==> config.mk <==
export PLATFORM = sky130hd
export DESIGN_NAME = bram_stream_reader_flat
export DESIGN_NICKNAME = d
export VERILOG_FILES = /design/src/rtl/bram_stream_reader_pkg.sv /design/src/rtl/bram_stream_reader_if.sv /design/src/rtl/bram_stream_reader_fifo.sv /design/src/rtl/bram_stream_reader.sv /design/src/flat_wrapper.sv
export SDC_FILE = /design/constraint.sdc
export NUM_CORES = 1
export LEC_CHECK = 0
export ABC_AREA = 1
export BUFFER_PORTS_ARGS = -buffer_cell sky130_fd_sc_hd__buf_2
export CAP_MARGIN = 20
export CORE_UTILIZATION = 30
export DETAILED_ROUTE_END_ITERATION = 10
export GPL_ROUTABILITY_DRIVEN = 1
export GPL_TIMING_DRIVEN = 0
export SLEW_MARGIN = 20
export SYNTH_ARGS = -nofsm -noshare
export SYNTH_HDL_FRONTEND = slang
export SYNTH_SLANG_ARGS = --single-unit
==> constraint.sdc <==
create_clock -name i_clk -period 7.6 [get_ports i_clk]
set_input_delay 0.76 -clock i_clk [delete_from_list [all_inputs] [get_ports i_clk]]
set_output_delay 0.76 -clock i_clk [all_outputs]
set_load 0.005 [all_outputs]
==> src/rtl/bram_stream_reader_pkg.sv <==
// Shared types and helpers for the BRAM read-side streamer: FSM encoding and
// a ceiling-log2 used to size FIFO pointers and occupancy counters.
package bram_stream_pkg;

    typedef enum logic [1:0] {
        ST_IDLE  = 2'd0,
        ST_RUN   = 2'd1,
        ST_DRAIN = 2'd2,
        ST_DONE  = 2'd3
    } state_e;

    function automatic int clog2(input int value);
        int r;
        r = 0;
        while ((1 << r) < value) r++;
        return r;
    endfunction

endpackage

==> src/rtl/bram_stream_reader_if.sv <==
// Bundle of control, BRAM read-port and stream signals for bram_stream_reader.
// master = the reader block, slave = the environment (BRAM, controller, consumer).
interface bram_stream_reader_if
    import bram_stream_pkg::*;
#(
    parameter int DATA_WIDTH = 32,
    parameter int ADDR_WIDTH = 10,
    parameter int LEN_WIDTH  = ADDR_WIDTH + 1
) ();
    logic                  i_start;
    logic [ADDR_WIDTH-1:0] i_base_addr;
    logic [LEN_WIDTH-1:0]  i_len;
    logic                  o_busy;
    logic                  o_done;
    logic                  o_enB;
    logic [ADDR_WIDTH-1:0] o_addrB;
    logic [DATA_WIDTH-1:0] i_doutB;
    // Stream: a beat transfers on a cycle with o_tvalid & i_tready; once o_tvalid
    // is raised, o_tvalid/o_tdata/o_tlast hold unchanged until that transfer.
    logic                  o_tvalid;
    logic                  i_tready;
    logic [DATA_WIDTH-1:0] o_tdata;
    logic                  o_tlast;
    state_e                o_state;

    modport master (
        input  i_start, i_base_addr, i_len, i_doutB, i_tready,
        output o_busy, o_done, o_enB, o_addrB, o_tvalid, o_tdata, o_tlast, o_state
    );

    modport slave (
        output i_start, i_base_addr, i_len, i_doutB, i_tready,
        input  o_busy, o_done, o_enB, o_addrB, o_tvalid, o_tdata, o_tlast, o_state
    );
endinterface

==> src/rtl/bram_stream_reader_fifo.sv <==
// Synchronous first-word-fall-through FIFO; DEPTH must be a power of two.
// Pushing into a full FIFO is prevented upstream by the reader's credit logic.
module stream_fifo
    import bram_stream_pkg::*;
#(
    parameter int WIDTH = 33,
    parameter int DEPTH = 4
) (
    input  logic                   i_clk,
    input  logic                   i_reset,
    input  logic                   push_i,
    input  logic [WIDTH-1:0]       data_i,
    input  logic                   pop_i,
    output logic                   valid_o,
    output logic [WIDTH-1:0]       data_o,
    output logic [clog2(DEPTH):0]  count_o
);
    localparam int PTR_W = clog2(DEPTH);
    localparam int CNT_W = PTR_W + 1;

    logic [WIDTH-1:0] mem_q [DEPTH];
    logic [PTR_W-1:0] wr_ptr_q, wr_ptr_d;
    logic [PTR_W-1:0] rd_ptr_q, rd_ptr_d;
    logic [CNT_W-1:0] count_q, count_d;
    logic             pop_ok;

    assign valid_o = (count_q != '0);
    assign pop_ok  = pop_i && valid_o;

    always_comb begin
        wr_ptr_d = wr_ptr_q + (push_i ? PTR_W'(1) : PTR_W'(0));
        rd_ptr_d = rd_ptr_q + (pop_ok ? PTR_W'(1) : PTR_W'(0));
        count_d  = count_q + CNT_W'(push_i) - CNT_W'(pop_ok);
    end

    always_ff @(posedge i_clk) begin
        if (i_reset) begin
            wr_ptr_q <= '0;
            rd_ptr_q <= '0;
            count_q  <= '0;
        end else begin
            wr_ptr_q <= wr_ptr_d;
            rd_ptr_q <= rd_ptr_d;
            count_q  <= count_d;
        end
    end

    always_ff @(posedge i_clk) begin
        if (push_i) mem_q[wr_ptr_q] <= data_i;
    end

    // Storage is not reset, so the head is masked to keep outputs at 0 when empty.
    assign data_o  = valid_o ? mem_q[rd_ptr_q] : '0;
    assign count_o = count_q;
endmodule

==> src/rtl/bram_stream_reader.sv <==
// Read-side BRAM master: issues a burst of reads on port B under FIFO credit
// and streams the returned words out with tlast on the final beat.
module bram_stream_reader
    import bram_stream_pkg::*;
#(
    parameter int DATA_WIDTH = 32,
    parameter int ADDR_WIDTH = 10,
    parameter int LEN_WIDTH  = ADDR_WIDTH + 1,
    parameter int FIFO_DEPTH = 4
) (
    input  logic                 i_clk,
    input  logic                 i_reset,
    bram_stream_reader_if.master bus
);
    localparam int CNT_W = clog2(FIFO_DEPTH) + 1;
    localparam int OCC_W = CNT_W + 1;

    state_e                state_q, state_d;
    logic [ADDR_WIDTH-1:0] addr_q, addr_d;
    logic                  enb_q, enb_d;
    logic                  enb_last_q, enb_last_d;
    logic                  cap_q, cap_last_q;
    logic [LEN_WIDTH-1:0]  issued_q, issued_d;
    logic [LEN_WIDTH-1:0]  len_q, len_d;

    logic                  fifo_valid;
    logic [DATA_WIDTH:0]   fifo_rdata;
    logic [CNT_W-1:0]      fifo_count;
    logic [OCC_W-1:0]      occ;
    logic                  can_issue, pop, beat_last;
    logic                  busy, done;

    // Occupancy counts words already buffered plus reads whose data is still on its way.
    assign occ       = OCC_W'(fifo_count) + OCC_W'(enb_q) + OCC_W'(cap_q);
    assign can_issue = (issued_q != len_q) && (occ < OCC_W'(FIFO_DEPTH));
    assign pop       = fifo_valid && bus.i_tready;
    assign beat_last = pop && fifo_rdata[DATA_WIDTH];

    always_ff @(posedge i_clk) begin
        if (i_reset) begin
            state_q    <= ST_IDLE;
            addr_q     <= '0;
            enb_q      <= 1'b0;
            enb_last_q <= 1'b0;
            cap_q      <= 1'b0;
            cap_last_q <= 1'b0;
            issued_q   <= '0;
            len_q      <= '0;
        end else begin
            state_q    <= state_d;
            addr_q     <= addr_d;
            enb_q      <= enb_d;
            enb_last_q <= enb_last_d;
            cap_q      <= enb_q;
            cap_last_q <= enb_last_q;
            issued_q   <= issued_d;
            len_q      <= len_d;
        end
    end

    always_comb begin
        state_d = state_q;
        unique case (state_q)
            ST_IDLE:  if (bus.i_start) state_d = (bus.i_len == '0) ? ST_DONE : ST_RUN;
            ST_RUN:   if (issued_q == len_q) state_d = ST_DRAIN;
            ST_DRAIN: if (beat_last) state_d = ST_DONE;
            ST_DONE:  state_d = ST_IDLE;
            default:  state_d = ST_IDLE;
        endcase
    end

    // The first read is issued straight from IDLE; the FIFO is always empty there.
    always_comb begin
        addr_d     = addr_q;
        enb_d      = 1'b0;
        enb_last_d = 1'b0;
        issued_d   = issued_q;
        len_d      = len_q;
        if (state_q == ST_IDLE && bus.i_start) begin
            len_d      = bus.i_len;
            addr_d     = bus.i_base_addr;
            enb_d      = (bus.i_len != '0);
            enb_last_d = (bus.i_len == LEN_WIDTH'(1));
            issued_d   = (bus.i_len != '0) ? LEN_WIDTH'(1) : '0;
        end else if (state_q == ST_RUN && can_issue) begin
            addr_d     = addr_q + ADDR_WIDTH'(1);
            enb_d      = 1'b1;
            enb_last_d = ((issued_q + LEN_WIDTH'(1)) == len_q);
            issued_d   = issued_q + LEN_WIDTH'(1);
        end
    end

    always_comb begin
        busy = 1'b0;
        done = 1'b0;
        unique case (state_q)
            ST_RUN, ST_DRAIN: busy = 1'b1;
            ST_DONE:          done = 1'b1;
            default:          ;
        endcase
    end

    stream_fifo #(
        .WIDTH (DATA_WIDTH + 1),
        .DEPTH (FIFO_DEPTH)
    ) u_fifo (
        .i_clk   (i_clk),
        .i_reset (i_reset),
        .push_i  (cap_q),
        .data_i  ({cap_last_q, bus.i_doutB}),
        .pop_i   (pop),
        .valid_o (fifo_valid),
        .data_o  (fifo_rdata),
        .count_o (fifo_count)
    );

    assign bus.o_busy   = busy;
    assign bus.o_done   = done;
    assign bus.o_enB    = enb_q;
    assign bus.o_addrB  = addr_q;
    assign bus.o_tvalid = fifo_valid;
    assign bus.o_tdata  = fifo_rdata[DATA_WIDTH-1:0];
    assign bus.o_tlast  = fifo_rdata[DATA_WIDTH];
    assign bus.o_state  = state_q;
endmodule

==> src/flat_wrapper.sv <==
// flat-port wrapper written by rule: the top's interface ports become plain ports
module bram_stream_reader_flat import bram_stream_pkg::*;
#(
    parameter int DATA_WIDTH = 32,
    parameter int ADDR_WIDTH = 10,
    parameter int LEN_WIDTH  = ADDR_WIDTH + 1,
    parameter int FIFO_DEPTH = 4
)
  (i_clk, i_reset, bus_i_start, bus_i_base_addr, bus_i_len, bus_i_doutB, bus_i_tready, bus_o_busy, bus_o_done, bus_o_enB, bus_o_addrB, bus_o_tvalid, bus_o_tdata, bus_o_tlast, bus_o_state);
  bram_stream_reader_if #(.DATA_WIDTH(DATA_WIDTH), .ADDR_WIDTH(ADDR_WIDTH), .LEN_WIDTH(LEN_WIDTH)) bus_i ();
  input  logic i_clk;
  input  logic i_reset;
  input wire logic [$bits(bus_i.i_start)-1:0] bus_i_start;
  input wire logic [$bits(bus_i.i_base_addr)-1:0] bus_i_base_addr;
  input wire logic [$bits(bus_i.i_len)-1:0] bus_i_len;
  input wire logic [$bits(bus_i.i_doutB)-1:0] bus_i_doutB;
  input wire logic [$bits(bus_i.i_tready)-1:0] bus_i_tready;
  output wire logic [$bits(bus_i.o_busy)-1:0] bus_o_busy;
  output wire logic [$bits(bus_i.o_done)-1:0] bus_o_done;
  output wire logic [$bits(bus_i.o_enB)-1:0] bus_o_enB;
  output wire logic [$bits(bus_i.o_addrB)-1:0] bus_o_addrB;
  output wire logic [$bits(bus_i.o_tvalid)-1:0] bus_o_tvalid;
  output wire logic [$bits(bus_i.o_tdata)-1:0] bus_o_tdata;
  output wire logic [$bits(bus_i.o_tlast)-1:0] bus_o_tlast;
  output wire logic [$bits(bus_i.o_state)-1:0] bus_o_state;
  assign bus_i.i_start = bus_i_start;
  assign bus_i.i_base_addr = bus_i_base_addr;
  assign bus_i.i_len = bus_i_len;
  assign bus_i.i_doutB = bus_i_doutB;
  assign bus_i.i_tready = bus_i_tready;
  assign bus_o_busy = bus_i.o_busy;
  assign bus_o_done = bus_i.o_done;
  assign bus_o_enB = bus_i.o_enB;
  assign bus_o_addrB = bus_i.o_addrB;
  assign bus_o_tvalid = bus_i.o_tvalid;
  assign bus_o_tdata = bus_i.o_tdata;
  assign bus_o_tlast = bus_i.o_tlast;
  assign bus_o_state = bus_i.o_state;
  bram_stream_reader #(.DATA_WIDTH(DATA_WIDTH), .ADDR_WIDTH(ADDR_WIDTH), .LEN_WIDTH(LEN_WIDTH), .FIFO_DEPTH(FIFO_DEPTH)) u_core (.i_clk(i_clk), .i_reset(i_reset), .bus(bus_i));
endmodule
**Yosys cells after proc, flatten, opt, wreduce, memory -nomap -nowiden**

Memory sizes are Yosys's and may differ from the RTL's. A register that Yosys moved wholly into a read port is not among the register bits.
Cells that the tools add are included.
W data, S select, Z words.

- $lt $le $gt $ge: 1
- Equality and inequality tests: 10
- Reductions and logical operators: 13
- Mux-type cells: 22
- $add $sub $neg: 8

Operators by type and width:

| operator | number |
|---|---|
| $mux W33 | 1 |
| $eq A11 B11 Y1 | 2 |
| $mux W11 | 2 |
| $mux W10 | 2 |
| $add A11 B1 Y11 const B | 1 |
| $eq A11 B1 Y1 const B | 1 |
| $logic_not A11 Y1 | 1 |
| $mux W1 | 11 |
| $ne A11 B11 Y1 | 1 |
| $reduce_bool A11 Y1 | 1 |
| $add A10 B1 Y10 const B | 1 |
| $mux W2 | 5 |
| $pmux W2 S4 | 1 |
| $logic_and A1 B1 Y1 | 6 |
| $add A2 B1 Y2 | 2 |
| $add A3 B1 Y4 | 1 |
| $add A4 B1 Y4 | 1 |
| $eq A2 B2 Y1 const B | 2 |
| $lt A4 B3 Y1 const B | 1 |
| $ne A2 B1 Y1 const B | 2 |
| $add A3 B1 Y3 | 1 |
| $reduce_and A3 Y1 | 1 |
| $reduce_bool A3 Y1 | 1 |
| $sub A3 B1 Y3 | 1 |
| other kinds (5) | 5 |

- Memories kept: 1
- Output and inout port bits: 49
- Register bits: 45
- Bits in writable memories: 132

Memory list:

| name | words | width | read ports | clocked after memory_dff | wr ports | RTL line | RTL |
|---|---|---|---|---|---|---|---|
| u_core.u_fifo.mem_q | 4 | 33 | 1 | 1 | 1 | bram_stream_reader_fifo.sv:21 | `logic [WIDTH-1:0] mem_q [DEPTH];` |

**Longest topological paths before layout**

- Depth in word-level cells: 7
- Mapped depth: 12
- Gate-level depth less buffers: 12

**By module**

Synthesis repeated with hierarchy kept, for this count alone.

- Cells, all modules: 822
- Area, all modules: 7880.1 µm²

By module, submodules not included:

| module | instances | area each (µm²) | seq. area each (µm²) | cells an instance |
|---|---|---|---|---|
| stream_fifo | 1 | 5490.3 | 4103.9 | 436 |
| bram_stream_reader | 1 | 2389.8 | 760.7 | 386 |

**Worst setup path after synthesis**

No wires, ideal clock.

- Kind: register -> register
- Start: reg u_core.u_fifo.wr_ptr_q[1]
- End: mem u_core.u_fifo.mem_q[3][0], enable pin
- Path slack: 4.401 ns
- Required time: 7.136 ns
- Arrival: 2.735 ns
- Path buffers: 0
- Stages on the path, launching flop included: 3
- Setup time: 0.464 ns
- Cell sequence: dfxtp_1 inv_1 nor3_1

RTL lines:

| item | RTL line | RTL |
|---|---|---|
| start, declared | bram_stream_reader_fifo.sv:22 | `logic [PTR_W-1:0] wr_ptr_q, wr_ptr_d;` |
| start signal, assigned | bram_stream_reader_fifo.sv:42 | `wr_ptr_q <= wr_ptr_d;` |
| end, declared | bram_stream_reader_fifo.sv:21 |  |

No word-level cell before the write port.

==> reports/metrics.yaml <==
outcome:
  status: "finished, final reports clean"
run:
  drv_cap: 0
place:
  dp_hpwl_mm: 13.9
  place_ws_ns: 4.96
  io_buffers: 105
  gp_congestion: 0.883
layout:
  syn2layout_area_growth_pct: 22.1
  nFillCells: 2517
  nets: 1017
  utilization: 0.377
  drive_above_1_share: 0.179
power_and_ir_drop:
  powerDensity_nw_per_um2: 319
  finalPower_mw: 3.06
  leakagePower_nw: 3.70
  ir_drop_mv: 0.133
detailed_routing:
  vias_per_cell: 4.63
  detail_route.wirelength_mm: 19.2
  drtIter0Drc: 408
  antenna_left: 0
  drtPass1Iterations: 4
  drc: 0
  vias: 5978
  avgRoutedWirePerCell_um: 14.9
clock_tree:
  htree_levels: 4
  clk_pin_slew_worst_paths_ns: 0.07
  clock-root-buffer: "clkbuf_16"
  numCtsBuffers: 17
  post_cts_resized: 0
  post_cts_buffers: 0
  clkSinkCount: 177
  cts_tree: "built"
  cts_hold_buf: 0
  clock_latency_ns: 0.43
  clockBufferDepth: 2
timing:
  fin_skew_ns: 0.0122
  finalSetupViolations: 0
  slew_headroom: 0.464
  rsz0062_at_grt: "no"
  timing.final.crit_share: 0.410
  finalHoldViolCount: 0
  whs_ns: 0.426
  final_max_slew_viol_count: 0
  finalSetupTns_ns: 0
  setup_ws_ns: 4.49
  worstMarginPinSlew_ns: 0.800
  fmax_mhz: 321
  fin_crit_ns: 3.11
worst_setup_path:
  crit_buf_inv: 3
  critPathSlowestCell: "buf_1"
  crit_fanout: 10
  endpoint_kind: "output port"
  crit_arrival_ns: 2.35
  start_kind: "register"
  path_class: "register to output port"
  required_ns: 6.84
  path_cells: "buf_2, buf_1, nor2_1, nor2_1, o21ai_0, a21oi_1, buf_2"
  cp_top_family: "buffers and inverters"
  critPathMaxStageDelay_ns: 0.49
global_route:
  grt_pass1_wl_mm: 30.2
  grt_use_total: 0.146
  grt_overflow: 0
  grt_pass1_vias: 5740
  grt_max_degree: 21
  grt_antenna_before_repair: 1
yosys:
  synth_cells: 806
  synth.distinct_cells: 31
  ys_ff_latch: 177
  netlist_area_um2: 7860
  avgSynthCellArea_um2: 9.75
  async_reset_ff_frac: 0
  syn_nets: 877
  yosysWarnings: 0
  synth_seq_area_share: 0.619
  synth_edf_count: 132
  yosys_most_used_dff: "edfxtp_1"
die:
  rows: 58
  dieHeight_um: 164
  dieArea_um2: 26800
  coreArea_um2: 25500
  die_x_um: 164
  io_pins: 106
  initial_core_util: 0.309
min_path:
  hp-class: "register to register"
[logic make-up after synthesis]
family,synth area share
compound gates,0.104
xor+xnor,0.0256
fa+ha+maj,0.0232
buf+inv,0.0500
flops,0.619
simple gates,0.178
[metrics by stage]
step / instances / instance area (um2)
floorplan: 806 / 7860
global placement: 1241 / 8800
detailed placement: 1257 / 8960
CTS: 1289 / 9600
global route: 1290 / 9600
finish: 1290 / 9600
[metal layers]
metal	part of all wire	routed length, um	track usage	vias to the layer above
met2	0.48	9310	0.248	136
met3	0.044	840	0.0308	11
met5	0	0	0	-
li1	-	-	-	3010
met1	0.46	8880	0.190	2821
met4	0.0091	174	0.0332	0
[registers in the layout, summed over array words and instances, names as in the netlist]
signal / count
u_core.bus.o_addrB: 10
u_core.bus.o_enB: 1
u_core.bus.o_state: 2
u_core.cap_last_q: 1
u_core.cap_q: 1
u_core.enb_last_q: 1
u_core.issued_q: 11
u_core.len_q: 11
u_core.u_fifo.count_o: 3
u_core.u_fifo.mem_q: 132
u_core.u_fifo.rd_ptr_q: 2
u_core.u_fifo.wr_ptr_q: 2
[Yosys cell counts (8+ instances only)]
cell type	count	area (um2)
a21oi_1	54	270
buf_1	10	37.5
clkbuf_1	22	82.6
dfxtp_1	45	901
edfxtp_1	132	3960
ha_1	13	163
inv_1	58	218
nand2_1	98	368
nand3_1	38	190
nand4_1	8	50.1
nor2_1	176	661
nor3_1	12	60.1
o21ai_0	85	425
xnor2_1	12	105
xor2_1	11	96.3
[final timing paths]
kind / start / to / slack [ns] / cells past startpoint
min: u_core.enb_last_q$_SDFF_PP0_ / u_core.cap_last_q$_SDFF_PP0_ / 0.43 / 2
max reg2reg: u_core.u_fifo.count_o[1]$_SDFF_PP0_ / u_core.u_fifo.count_o[2]$_SDFF_PP0_ / 5.02 / 11
min reg2reg: u_core.enb_last_q$_SDFF_PP0_ / u_core.cap_last_q$_SDFF_PP0_ / 0.43 / 2
max: u_core.u_fifo.rd_ptr_q[0]$_SDFF_PP0_ / bus_o_tdata[21] / 4.49 / 7
[worst min-delay path, cell delays in order, from the launching register on]
cell and delay [ns]:
dfxtp_1 0.31, inv_1 0.05, nor2_1 0.03
[final cells by class]
| cell class | count | area, um2 | area share |
|---|---|---|---|
| multi-input cells | 531 | 2620 | 0.273 |
| plain buffers | 37 | 164 | 0.0171 |
| flip-flops and latches | 177 | 4860 | 0.507 |
| repair buffers | 121 | 672 | 0.0700 |
| inverters | 61 | 229 | 0.0239 |
| clock inverters | 15 | 206 | 0.0215 |
| well taps | 330 | 413 | 0.0430 |
| diodes | 1 | 2.50 | 0.000261 |
| clock buffers | 17 | 425 | 0.0443 |
[placed cells by master (no fill, tap or decap), types with 4 or more instances in the layout]
| cell | instances |
|---|---|
| dfxtp_1 | 45 |
| buf_4 | 9 |
| o21bai_1 | 6 |
| buf_1 | 10 |
| a21oi_2 | 6 |
| buf_6 | 10 |
| clkinv_8 | 4 |
| nor3_1 | 8 |
| inv_1 | 58 |
| inv_8 | 4 |
| edfxtp_1 | 132 |
| nor3_2 | 4 |
| buf_2 | 107 |
| xor2_1 | 11 |
| xnor2_1 | 12 |
| nand2_1 | 98 |
| a21oi_1 | 54 |
| ha_1 | 13 |
| nor2_1 | 176 |
| o21ai_0 | 85 |
| clkbuf_1 | 22 |
| clkbuf_16 | 17 |
| nand3_1 | 38 |
| nand4_1 | 8 |
[report_power, final]
part / total (mW) / internal, mW / leakage (nW) / switching (mW)
Sequential: 1.18 / 1.12 / 1.56 / 0.0612
Clock: 0.914 / 0.483 / 0.303 / 0.431
Combinational: 0.968 / 0.347 / 1.84 / 0.622
Total: 3.06 / 1.94 / 3.70 / 1.11
No activity file was read; power rests on OpenSTA's default activity.
